### src/rtl/split_bus_arbiter.sv
// Three-way bus arbiter: two initiators round-robin plus a split target that returns
// deferred read data. Tracks one outstanding split and force-releases stuck grants.
module split_bus_arbiter #(
    parameter int TIMEOUT_CYCLES = 256
) (
    input  logic       clk,
    input  logic       rst_n,
    input  logic       init1_req,
    input  logic       init2_req,
    input  logic       split_target_req,
    input  logic       txn_done,
    input  logic       split_ack,
    output logic       init1_grant,
    output logic       init2_grant,
    output logic       split_target_grant,
    output logic [1:0] owner_sel,
    output logic       split_pending,
    output logic       split_owner,
    output logic       timeout_err
);

    localparam int CW = $clog2(TIMEOUT_CYCLES + 1);
    localparam logic [CW-1:0] CNT_LIMIT = CW'(TIMEOUT_CYCLES);

    typedef enum logic [1:0] {
        IDLE       = 2'd0,
        BUSY_I1    = 2'd1,
        BUSY_I2    = 2'd2,
        BUSY_SPLIT = 2'd3
    } state_e;

    state_e        state_q, state_d;
    logic [CW-1:0] cnt_q, cnt_d, cnt_inc;
    logic          favour_i2_q, favour_i2_d;
    logic          split_pending_q, split_pending_d;
    logic          split_owner_q, split_owner_d;
    logic          timeout_err_q, timeout_err_d;
    logic          elig1, elig2, owner_req;

    // The initiator waiting on split data may not start another transaction.
    assign elig1   = init1_req && !(split_pending_q && !split_owner_q);
    assign elig2   = init2_req && !(split_pending_q &&  split_owner_q);
    assign cnt_inc = (cnt_q == CNT_LIMIT) ? cnt_q : cnt_q + CW'(1);

    // NOTE: every signal driven here gets a default first so no latch is inferred.
    always_comb begin
        state_d         = state_q;
        cnt_d           = cnt_q;
        favour_i2_d     = favour_i2_q;
        split_pending_d = split_pending_q;
        split_owner_d   = split_owner_q;
        timeout_err_d   = 1'b0;
        owner_req       = 1'b0;

        case (state_q)
            IDLE: begin
                cnt_d = '0;
                if (split_pending_q && split_target_req) begin
                    state_d = BUSY_SPLIT;
                end else if (elig1 && (!elig2 || !favour_i2_q)) begin
                    state_d     = BUSY_I1;
                    favour_i2_d = 1'b1;
                end else if (elig2) begin
                    state_d     = BUSY_I2;
                    favour_i2_d = 1'b0;
                end
            end
            BUSY_I1, BUSY_I2: begin
                cnt_d     = cnt_inc;
                owner_req = (state_q == BUSY_I1) ? init1_req : init2_req;
                // A second split while one is outstanding is treated as plain completion.
                if (split_ack || txn_done || !owner_req) begin
                    state_d = IDLE;
                    if (split_ack && !split_pending_q) begin
                        split_pending_d = 1'b1;
                        split_owner_d   = (state_q == BUSY_I2);
                    end
                end else if (cnt_inc == CNT_LIMIT) begin
                    state_d       = IDLE;
                    timeout_err_d = 1'b1;
                end
            end
            BUSY_SPLIT: begin
                cnt_d = cnt_inc;
                if (txn_done) begin
                    state_d         = IDLE;
                    split_pending_d = 1'b0;
                end else if (cnt_inc == CNT_LIMIT) begin
                    state_d         = IDLE;
                    split_pending_d = 1'b0;
                    timeout_err_d   = 1'b1;
                end
            end
            default: state_d = IDLE;
        endcase
    end

    // NOTE: clocked state uses non-blocking (<=) so all registers update together.
    always_ff @(posedge clk or negedge rst_n) begin
        if (!rst_n) begin
            state_q         <= IDLE;
            cnt_q           <= '0;
            favour_i2_q     <= 1'b0;
            split_pending_q <= 1'b0;
            split_owner_q   <= 1'b0;
            timeout_err_q   <= 1'b0;
        end else begin
            state_q         <= state_d;
            cnt_q           <= cnt_d;
            favour_i2_q     <= favour_i2_d;
            split_pending_q <= split_pending_d;
            split_owner_q   <= split_owner_d;
            timeout_err_q   <= timeout_err_d;
        end
    end

    always_comb begin
        init1_grant        = 1'b0;
        init2_grant        = 1'b0;
        split_target_grant = 1'b0;
        owner_sel          = 2'd0;
        case (state_q)
            BUSY_I1: begin
                init1_grant = 1'b1;
                owner_sel   = 2'd1;
            end
            BUSY_I2: begin
                init2_grant = 1'b1;
                owner_sel   = 2'd2;
            end
            BUSY_SPLIT: begin
                split_target_grant = 1'b1;
                owner_sel          = 2'd3;
            end
            default: ;
        endcase
    end

    assign split_pending = split_pending_q;
    assign split_owner   = split_owner_q;
    assign timeout_err   = timeout_err_q;

endmodule
### config.mk
export PLATFORM = sky130hd
export DESIGN_NAME = split_bus_arbiter
export DESIGN_NICKNAME = d
export VERILOG_FILES = /design/src/rtl/split_bus_arbiter.sv
export SDC_FILE = /design/constraint.sdc
export NUM_CORES = 1
export LEC_CHECK = 0
export BUFFER_PORTS_ARGS = -buffer_cell sky130_fd_sc_hd__buf_2
export CAP_MARGIN = 20
export CORE_MARGIN = 8
export CORE_UTILIZATION = 45
export CTS_CLUSTER_DIAMETER = 30
export DETAILED_ROUTE_END_ITERATION = 6
export PLACE_DENSITY_LB_ADDON = 0.05
export SLEW_MARGIN = 20
export SYNTH_ARGS = -nofsm -noshare
export SYNTH_HDL_FRONTEND = slang
export SYNTH_SLANG_ARGS = --single-unit
export TNS_END_PERCENT = 50
### constraint.sdc
create_clock -name clk -period 2.4 [get_ports clk]
set_clock_uncertainty 0.1 [all_clocks]
set_input_delay 0.12 -clock clk [delete_from_list [all_inputs] [get_ports clk]]
set_output_delay 0.12 -clock clk [all_outputs]
set_load 0.02 [all_outputs]
==> results.py, run 1 <==
metrics = {
    "floorplanning": {
        "die_h_um": 64.7,
        "rows": 17,
        "initial_core_util_pct": 47.8,
        "die_w_um": 64.7,
        "dieArea_um2": 4190,
        "core_um2": 2230,
        "ios": 15,
    },
    "placement": {
        "place.port_buffers": 14,
        "dp.cells": 160,
        "place_congestion": 0.836,
        "dp_hpwl_um": 1670,
    },
    "timing": {
        "rsz0062_at_grt": "false",
        "layout_min_cycle_time_ns": 2.11,
        "fin_setup_tns_ns": 0,
        "worst_slew_pin_slew_ns": 0.508,
        "post-route-period-util_pct": 87.9,
        "final-setup-viol-count": 0,
        "holdWs_ns": 0.0885,
        "slew_violations": 0,
        "hold_violations": 0,
        "max_freq_ghz": 0.474,
        "max_slew_margin_pct": 66.2,
    },
    "finish": {
        "antenna_cells": 0,
        "areaGrowthSynthToFinish_pct": 11.7,
        "drive_gt1_share_pct": 23.9,
        "finalNetCount": 153,
        "final_cells": 166,
        "fin_util_pct": 53.4,
    },
    "worst_setup_path": {
        "rr_endpoint": "state_q[1]",
        "reg2reg_from": "cnt_q[0]",
        "worst-path-buf-inv": 0,
        "cp-end-kind": "flip-flop",
        "max_stage_delay_ns": 0.43,
        "critPathRequiredTime_ns": 2.47,
        "worst-path-max-fanout": 5,
        "crit_chain": "ha_1 > a211o_1 > a211o_1 > a21oi_2 > nand4b_2 > a221o_1",
        "critPathKind": "flip-flop to flip-flop",
        "cp.arrival_ns": 2.18,
        "path_common_cell": "a211o_1",
        "slowest_stage": "dfrtp_1",
        "start_kind": "flip-flop",
        "ff2ff_setup_slack_ns": 0.29,
        "crit_family": "compound AO/OA/AOI/OAI gates",
        "reg2reg_depth": 6,
    },
    "logic_synthesis": {
        "avgSynthCellArea_um2": 8.82,
        "netlist_area_um2": 1070,
        "synthXorXnorAreaFrac_pct": 4.10,
        "synth.area.mux_share_pct": 4.10,
        "seq_area_frac_synth_pct": 35.2,
        "synth_top_family_by_area": "simple AND/OR/NAND/NOR gates",
        "synth_cells": 121,
        "synth_simple_gate_area_share_pct": 26.7,
        "synthAdderAreaFrac_pct": 8.21,
        "synth_fp_nets": 135,
        "ys_warn_count": 0,
        "synth_compound_area_share_pct": 15.7,
        "synth.distinct_cells": 39,
        "ys_ff_latch": 15,
    },
    "power": {
        "power.share.clock_pct": 13.1,
        "cellInternalPower_mw": 0.611,
        "switchingPower_mw": 0.499,
        "leakage_nw": 0.585,
        "power_mw": 1.11,
        "power.density_nw_per_um2": 931,
        "combPwrFrac_pct": 51.7,
        "p_sw_share_pct": 45.0,
        "vdd_ir_drop_max_mv": 0.560,
        "share_seq_of_total_power_pct": 35.2,
    },
    "route": {
        "first_pass_iters": 4,
        "wl_um": 2290,
        "vias_per_cell": 5.55,
        "drt-initial-drc-count": 41,
        "wl_per_cell_um": 13.8,
        "dr_total_vias": 922,
        "drc_errors": 0,
        "ant_nets": 0,
    },
    "global_route": {
        "grt_pass1_wl_um": 4120,
        "first_global_vias": 898,
        "grt_usage_pct": 11.7,
        "grt_max_degree": 16,
        "grt_overflow": 0,
        "antenna_found_initial": 0,
    },
    "clock_network": {
        "ctsHtreeMaxLevel": 1,
        "cts_setup_buffers": 0,
        "worstSkewPairLatency_ns": 0.29,
        "holdBufCountCts": 2,
        "tritoncts": "built",
        "ctsResizeCount": 0,
        "clk_path_buf_depth": 2,
        "numCtsBuffers": 3,
        "clockRootBuffer": "clkbuf_4",
        "cts.sinks": 15,
        "clkSlewWorstSetupHoldPaths_ns": 0.09,
    },
    "status": {
        "outcome": "finished, final reports clean",
    },
    "min_path": {
        "whs_endpoint": "split_owner",
        "hold_start": "split_ack",
        "hp-class": "input pin to flip-flop",
        "hold_depth": 3,
    },
    "flow_run": {
        "drv_cap": 0,
    },
}
[cells in the final DEF, fill, tap and decap left out, types with 6 or more instances in the layout]
master / instances
dfrtp_1: 15
nor2_1: 14
buf_2: 14
inv_1: 8
nand2_1: 8
a21oi_1: 8
ha_1: 7
o21ai_0: 6
nand3_1: 6
[worst reg2reg max path: stages (launching register included)]
cell      delay, ns
dfrtp_1        0.43
ha_1           0.23
a211o_1        0.29
a211o_1        0.30
a21oi_2        0.14
nand4b_2       0.15
a221o_1        0.35
[cells in the mapped netlist (all sizes together)]
cell type / instances / area, um2
nor2b: 3 / 18.8
xor2: 2 / 17.5
dfrtp: 15 / 375
inv: 8 / 30.0
ha: 7 / 87.6
nor2: 14 / 52.6
nand2: 8 / 30.0
a221o: 1 / 10.0
nand3b: 1 / 7.51
a211o: 2 / 17.5
mux2i: 1 / 10.0
or2: 2 / 12.5
nand3: 7 / 40.0
xnor2: 3 / 26.3
or3b: 1 / 8.76
buf: 2 / 16.3
and3: 3 / 21.3
nand4b: 1 / 15.0
o22ai: 2 / 12.5
a22o: 1 / 8.76
o21ai: 6 / 30.0
nor4: 2 / 12.5
a21oi: 9 / 48.8
mux2: 3 / 33.8
clkbuf: 2 / 17.5
nor4b: 1 / 8.76
nor3: 2 / 10.0
nand4: 3 / 18.8
o21a: 1 / 7.51
a31oi: 1 / 6.26
a31o: 3 / 26.3
or3: 3 / 20.0
and3b: 1 / 8.76
[per-stage QoR]
stage	setup WS (ns)	instance area, um2
after detailed placement	0.302	1150
after global placement	0.360	1150
after CTS	0.289	1190
after global routing	0.198	1190
final	0.291	1190
after floorplan	0.290	1070
[worst max-delay path by stage]
stage / slack [ns] / start / endpoint / cells past startpoint
after global routing: 0.20 / cnt_q[0] / state_q[1] / 6
after CTS: 0.29 / cnt_q[0] / state_q[1] / 6
final: 0.29 / cnt_q[0] / state_q[1] / 6
after detailed placement: 0.30 / cnt_q[0] / state_q[1] / 6
after floorplan: 0.29 / cnt_q[0] / state_q[1] / 7
after global placement: 0.36 / cnt_q[0] / state_q[1] / 6
[kinds of logic (layout without fill, tap and decap cells)]
family                     Yosys count  count (layout)
muxes                                4               4
and+or+nand+nor                     52              52
adders and majority gates            7               7
DFF                                 15              15
buffers and inverters               12              29
AOI/OAI and AO/OA                   26              26
xor gates and xnor gates             5               5
[cell type report]
| class | instances | area (um2) |
|---|---|---|
| fillers | 220 | 1040 |
| multi-input cells | 94 | 628 |
| flip-flops and latches | 15 | 375 |
| repair buffers | 17 | 97.6 |
| well taps | 28 | 35.0 |
| inverters | 8 | 30.0 |
| clock buffers | 4 | 26.3 |
[sequential cells by signal, summed over array words and instances (netlist names)]
register       flops
timeout_err        1
state_q            2
split_pending      1
favour_i2_q        1
cnt_q              9
split_owner        1
[power groups by stage]
stage / registers (mW) / logic, mW / clock network (mW)
final: 0.390 / 0.574 / 0.146
after detailed placement: 0.393 / 0.575 / 0
after floorplan: 0.370 / 0.467 / 0
after global placement: 0.392 / 0.572 / 0
after CTS: 0.388 / 0.580 / 0.151
after global routing: 0.402 / 0.645 / 0.159
[routing by layer]
metal  routed length (um)  track usage (%)  vias to the layer above
met5                    0                0                        -
met4                   10            0.817                        0
met3                   79             4.12                        2
met2                 1000             17.8                       14
met1                 1200             16.2                      438
li1                     -                -                      468
Note: power is estimated with default switching activity, not from simulation.
==> run 2, diff against run 1 <==
--- a/config.mk
+++ b/config.mk
@@ -7,8 +7,10 @@
 export LEC_CHECK = 0
 export BUFFER_PORTS_ARGS = -buffer_cell sky130_fd_sc_hd__buf_2
 export CAP_MARGIN = 20
+export CELL_PAD_IN_SITES_DETAIL_PLACEMENT = 1
+export CELL_PAD_IN_SITES_GLOBAL_PLACEMENT = 1
 export CORE_MARGIN = 8
-export CORE_UTILIZATION = 45
+export CORE_UTILIZATION = 42
 export CTS_CLUSTER_DIAMETER = 30
 export DETAILED_ROUTE_END_ITERATION = 6
 export PLACE_DENSITY_LB_ADDON = 0.05
==> run 2 against run 1 <==
  * Utilization down 4.2 points
  * Largest cell class unchanged
  * Final cell count up 1.2%
  * Setup slack better by 0.030 ns
  * First-iteration DRC count down 39%
  * Die area up 5.4%
  * Clock power up 3%
==> results.py, run 2 (synthesis gave the netlist of run 1 again) <==
metrics = {
    "timing": {
        "layout_min_cycle_time_ns": 2.08,
        "fin_setup_tns_ns": 0,
        "rsz0062_at_grt": "false",
        "max_freq_ghz": 0.481,
        "max_slew_margin_pct": 65.5,
        "worst_slew_pin_slew_ns": 0.517,
        "slew_violations": 0,
        "hold_violations": 0,
        "final-setup-viol-count": 0,
        "post-route-period-util_pct": 86.6,
    },
    "power": {
        "cellInternalPower_mw": 0.609,
        "vdd_ir_drop_max_mv": 0.629,
        "switchingPower_mw": 0.525,
        "p_sw_share_pct": 46.3,
        "combPwrFrac_pct": 52.3,
        "share_seq_of_total_power_pct": 34.5,
        "power.share.clock_pct": 13.3,
        "leakage_nw": 0.588,
        "power.density_nw_per_um2": 948,
    },
    "worst_setup_path": {
        "cp-end-kind": "flip-flop",
        "path_common_cell": "a211o_1",
        "critPathRequiredTime_ns": 2.49,
        "worst-path-max-fanout": 5,
        "cp.arrival_ns": 2.17,
        "slowest_stage": "dfrtp_1",
        "start_kind": "flip-flop",
        "critPathKind": "flip-flop to flip-flop",
        "crit_chain": "ha_1 > a211o_1 > a211o_1 > a21oi_2 > nand4b_2 > a221o_1",
        "max_stage_delay_ns": 0.44,
    },
    "clock_network": {
        "tritoncts": "built",
        "ctsHtreeMaxLevel": 1,
        "ctsResizeCount": 0,
        "numCtsBuffers": 3,
        "clk_path_buf_depth": 2,
        "worstSkewPairLatency_ns": 0.29,
        "cts.sinks": 15,
        "clkSlewWorstSetupHoldPaths_ns": 0.09,
        "clockRootBuffer": "clkbuf_4",
        "cts_setup_buffers": 0,
        "holdBufCountCts": 2,
    },
    "finish": {
        "drive_gt1_share_pct": 24.6,
        "largest_register_ffs": 9,
        "layout_common_cells": "dfrtp_1 (15), nor2_1 (14), buf_2 (14)",
        "finalNetCount": 153,
        "layout_commonest_cell": "dfrtp_1",
        "antenna_cells": 0,
        "areaGrowthSynthToFinish_pct": 12.1,
        "final_cells": 168,
        "fillers": 306,
        "reg_top3": "cnt_q: 9 flops, state_q: 2 flops",
        "top_register": "cnt_q",
    },
    "global_route": {
        "grt_overflow": 0,
        "use_met1_pct": 17.1,
        "grtUsageMet2_pct": 19.9,
        "first_global_vias": 958,
        "met3_usage_pct": 4.41,
        "antenna_found_initial": 0,
        "grt.busiest_layer": "met2",
        "grt_max_degree": 16,
        "grt_pass1_wl_um": 4490,
        "grt_usage_pct": 12.9,
    },
    "route": {
        "ant_nets": 0,
        "wl_per_cell_um": 15.7,
        "wl_um": 2630,
        "drc_errors": 0,
        "drt-initial-drc-count": 25,
        "dr_total_vias": 913,
        "vias_per_cell": 5.43,
        "first_pass_iters": 4,
    },
    "status": {
        "outcome": "finished, final reports clean",
    },
    "placement": {
        "dp.cells": 162,
        "place.port_buffers": 14,
        "place_congestion": 0.846,
        "dp_hpwl_um": 2030,
    },
    "floorplanning": {
        "dieArea_um2": 4410,
        "die_h_um": 66.4,
        "ios": 15,
        "initial_core_util_pct": 43.9,
        "die_w_um": 66.4,
        "rows": 18,
        "core_um2": 2430,
    },
    "flow_run": {
        "drv_cap": 0,
    },
    "min_path": {
        "hp-class": "input pin to flip-flop",
    },
}
-- run 2: worst paths after layout --
path                            start            end  slack [ns]  depth (start not counted)
min in group asynchronous       rst_n       cnt_q[4]        0.15                          2
setup reg to reg             cnt_q[0]     state_q[1]        0.32                          6
hold / removal              split_ack    split_owner        0.08                          3
max in group asynchronous       rst_n  split_pending        1.80                          2
hold reg to reg            state_q[1]     state_q[1]        0.51                          1
setup / recovery             cnt_q[0]     state_q[1]        0.32                          6
-- run 2: worst max-delay path, delay by kind of cell (launching register included) --
kind                     cells  cell delay, ns
AND/OR/NAND/NOR              1            0.15
flip-flops                   1            0.44
adder cells (fa/ha/maj)      1            0.23
AO/OA/AOI/OAI                4            1.06
-- run 2: metrics by stage --
step | hold WS (ns) | power, mW | util (%) | instance area [um2] | setup WS [ns]
after floorplan | -0.276 | 0.837 | - | 1070 | 0.290
after global placement | -0.0572 | 0.965 | 47.2 | 1150 | 0.361
after detailed placement | -0.0576 | 0.988 | 47.2 | 1150 | 0.310
after CTS | 0.0770 | 1.15 | 49.2 | 1200 | 0.316
after global routing | 0.0908 | 1.24 | 49.2 | 1200 | 0.195
final | 0.0837 | 1.13 | 49.2 | 1200 | 0.321
-- run 2: per-layer routing --
metal	vias to the layer above	wire length, um
met4	0	19
met1	430	1320
met2	12	1200
li1	466	-
met5	-	0
met3	5	99
-- run 2: cell type report --
class | instances | area [um2] | area share, %
clock buffers | 3 | 22.5 | 1.88
clock inverters | 1 | 5.00 | 0.418
inverters | 8 | 30.0 | 2.51
multi-input cells | 94 | 628 | 52.5
flip-flops and latches | 15 | 375 | 31.4
well taps | 30 | 37.5 | 3.14
repair buffers | 17 | 97.6 | 8.16
-- run 2: power by group through the flow --
stage / Combinational [mW] / Sequential, mW / Clock, mW
2_1_floorplan: 0.467 / 0.370 / 0
3_3_place_gp: 0.573 / 0.393 / 0
3_5_place_dp: 0.594 / 0.394 / 0
4_1_cts: 0.601 / 0.390 / 0.158
5_1_grt: 0.665 / 0.402 / 0.171
6_report: 0.593 / 0.391 / 0.150
==> run 3, diff against run 2 <==
--- a/config.mk
+++ b/config.mk
@@ -9,6 +9,7 @@
 export CAP_MARGIN = 20
 export CELL_PAD_IN_SITES_DETAIL_PLACEMENT = 1
 export CELL_PAD_IN_SITES_GLOBAL_PLACEMENT = 1
+export CORE_ASPECT_RATIO = 1.75
 export CORE_MARGIN = 8
 export CORE_UTILIZATION = 42
 export CTS_CLUSTER_DIAMETER = 30
==> run 3 against run 2 <==
  * Clock power grew 35%
  * Largest cell class unchanged
  * Largest power group unchanged
  * Combinational power about the same
  * Wire length rose by 6.0%
  * Maximum frequency fell by 2.1%
  * Global-route usage up 1.1 points
==> results.py, run 3 (synthesis gave the netlist of run 1 again) <==
metrics = {
    "status": {
        "outcome": "finished, final reports clean",
    },
    "route": {
        "wl_per_cell_um": 17.0,
        "first_pass_iters": 2,
        "ant_nets": 0,
        "vias_per_cell": 5.84,
        "drt-initial-drc-count": 17,
        "wl_um": 2790,
        "dr_total_vias": 958,
        "drc_errors": 0,
    },
    "clock_network": {
        "cts.sinks": 15,
        "clockRootBuffer": "clkbuf_8",
        "ctsResizeCount": 0,
        "ctsHtreeMaxLevel": 1,
        "clk_path_buf_depth": 2,
        "worstSkewPairLatency_ns": 0.24,
        "tritoncts": "built",
        "numCtsBuffers": 3,
        "holdBufCountCts": 2,
        "clkSlewWorstSetupHoldPaths_ns": 0.06,
        "cts_setup_buffers": 0,
    },
    "worst_setup_path": {
        "cp.arrival_ns": 2.15,
        "start_kind": "flip-flop",
        "rr_endpoint": "state_q[1]",
        "critPathRequiredTime_ns": 2.42,
        "cp-end-kind": "flip-flop",
        "reg2reg_from": "cnt_q[0]",
        "ff2ff_setup_slack_ns": 0.28,
        "reg2reg_depth": 6,
        "worst-path-max-fanout": 5,
        "critPathKind": "flip-flop to flip-flop",
    },
    "timing": {
        "hold_violations": 0,
        "slew_violations": 0,
        "max_slew_margin_pct": 64.1,
        "worst_slew_pin_slew_ns": 0.538,
        "fin_setup_tns_ns": 0,
        "max_freq_ghz": 0.471,
        "rsz0062_at_grt": "false",
        "layout_min_cycle_time_ns": 2.12,
        "post-route-period-util_pct": 88.5,
        "final-setup-viol-count": 0,
    },
    "power": {
        "power.density_nw_per_um2": 986,
        "vdd_ir_drop_max_mv": 0.609,
        "leakage_nw": 0.593,
        "p_sw_share_pct": 44.1,
        "combPwrFrac_pct": 49.8,
        "power.share.clock_pct": 17.0,
        "switchingPower_mw": 0.526,
        "cellInternalPower_mw": 0.666,
        "power_mw": 1.19,
        "share_seq_of_total_power_pct": 33.2,
    },
    "floorplanning": {
        "die_h_um": 82.7,
        "dieArea_um2": 4470,
        "ios": 15,
        "rows": 24,
        "core_um2": 2460,
        "die_w_um": 54.1,
        "initial_core_util_pct": 43.3,
    },
    "global_route": {
        "grt_max_degree": 16,
        "grt_overflow": 0,
        "antenna_found_initial": 0,
        "grt_pass1_wl_um": 4720,
        "grt_usage_pct": 14.1,
        "first_global_vias": 1027,
    },
    "min_path": {
        "whs_endpoint": "split_owner",
        "hold_start": "split_ack",
        "hp-class": "input pin to flip-flop",
        "hold_depth": 3,
    },
    "finish": {
        "largest_register_ffs": 9,
        "layout_common_cells": "dfrtp_1 (15), nor2_1 (14), buf_2 (14)",
        "drive_gt1_share_pct": 23.9,
        "antenna_cells": 0,
        "finalNetCount": 153,
        "layout_commonest_cell": "dfrtp_1",
        "reg_top3": "cnt_q: 9 flops, state_q: 2 flops",
        "areaGrowthSynthToFinish_pct": 13.2,
        "top_register": "cnt_q",
        "final_cells": 164,
    },
    "placement": {
        "place_congestion": 0.863,
        "dp.cells": 158,
        "dp_hpwl_um": 2140,
        "place.port_buffers": 14,
    },
    "flow_run": {
        "drv_cap": 0,
    },
}
## run 3: cell types whose count changed in the layout (fill, tap and decap cells not counted), sizes merged
| cell | before | now |
|---|---|---|
| clkbuf | 3 | 4 |
| clkinv | 1 | 0 |
## run 3: critical path, cell delays in order (launching register included)
cell and delay, ns:
dfrtp_1 0.43, ha_1 0.25, a211o_1 0.29, a211o_1 0.30, a21oi_2 0.14, nand4b_2 0.15, a221o_1 0.35
## run 3: worst max path at each step
| stage | start | to | slack, ns |
|---|---|---|---|
| after floorplan | cnt_q[0] | state_q[1] | 0.29 |
| after global placement | cnt_q[0] | state_q[1] | 0.37 |
| after detailed placement | cnt_q[0] | state_q[1] | 0.27 |
| after CTS | cnt_q[0] | state_q[1] | 0.26 |
| after global routing | cnt_q[0] | state_q[1] | 0.18 |
| final | cnt_q[0] | state_q[1] | 0.28 |
## run 3: through the flow
step           setup WS [ns]  area (um2)  util [%]  hold WS [ns]
6_report               0.275        1210      49.1         0.157
5_1_grt                0.178        1210      49.1         0.161
4_1_cts                0.262        1210      49.1         0.143
3_5_place_dp           0.273        1140      46.4       -0.0553
3_3_place_gp           0.372        1140      46.4       -0.0578
2_1_floorplan          0.290        1070         -        -0.276
## run 3: power by group through the flow
stage	Sequential, mW	Combinational [mW]	Clock, mW
6_report	0.396	0.593	0.203
5_1_grt	0.408	0.659	0.220
4_1_cts	0.397	0.607	0.213
3_5_place_dp	0.401	0.599	0
3_3_place_gp	0.391	0.582	0
2_1_floorplan	0.370	0.467	0
## run 3: area by class of cell
class	count	area (um2)
Timing Repair Buffer	17	97.6
Clock buffer	4	45.0
Multi-Input combinational cell	94	628
Inverter	8	30.0
Tap cell	26	32.5
Sequential cell	15	375
Fill cell	312	1250
## run 3: metal layers
layer	vias to the layer above	track usage (%)	wire [um]
met1	474	13.2	995
met5	-	0	0
met2	15	27.2	1610
met4	0	7.18	49
li1	465	-	-
met3	4	2.33	133
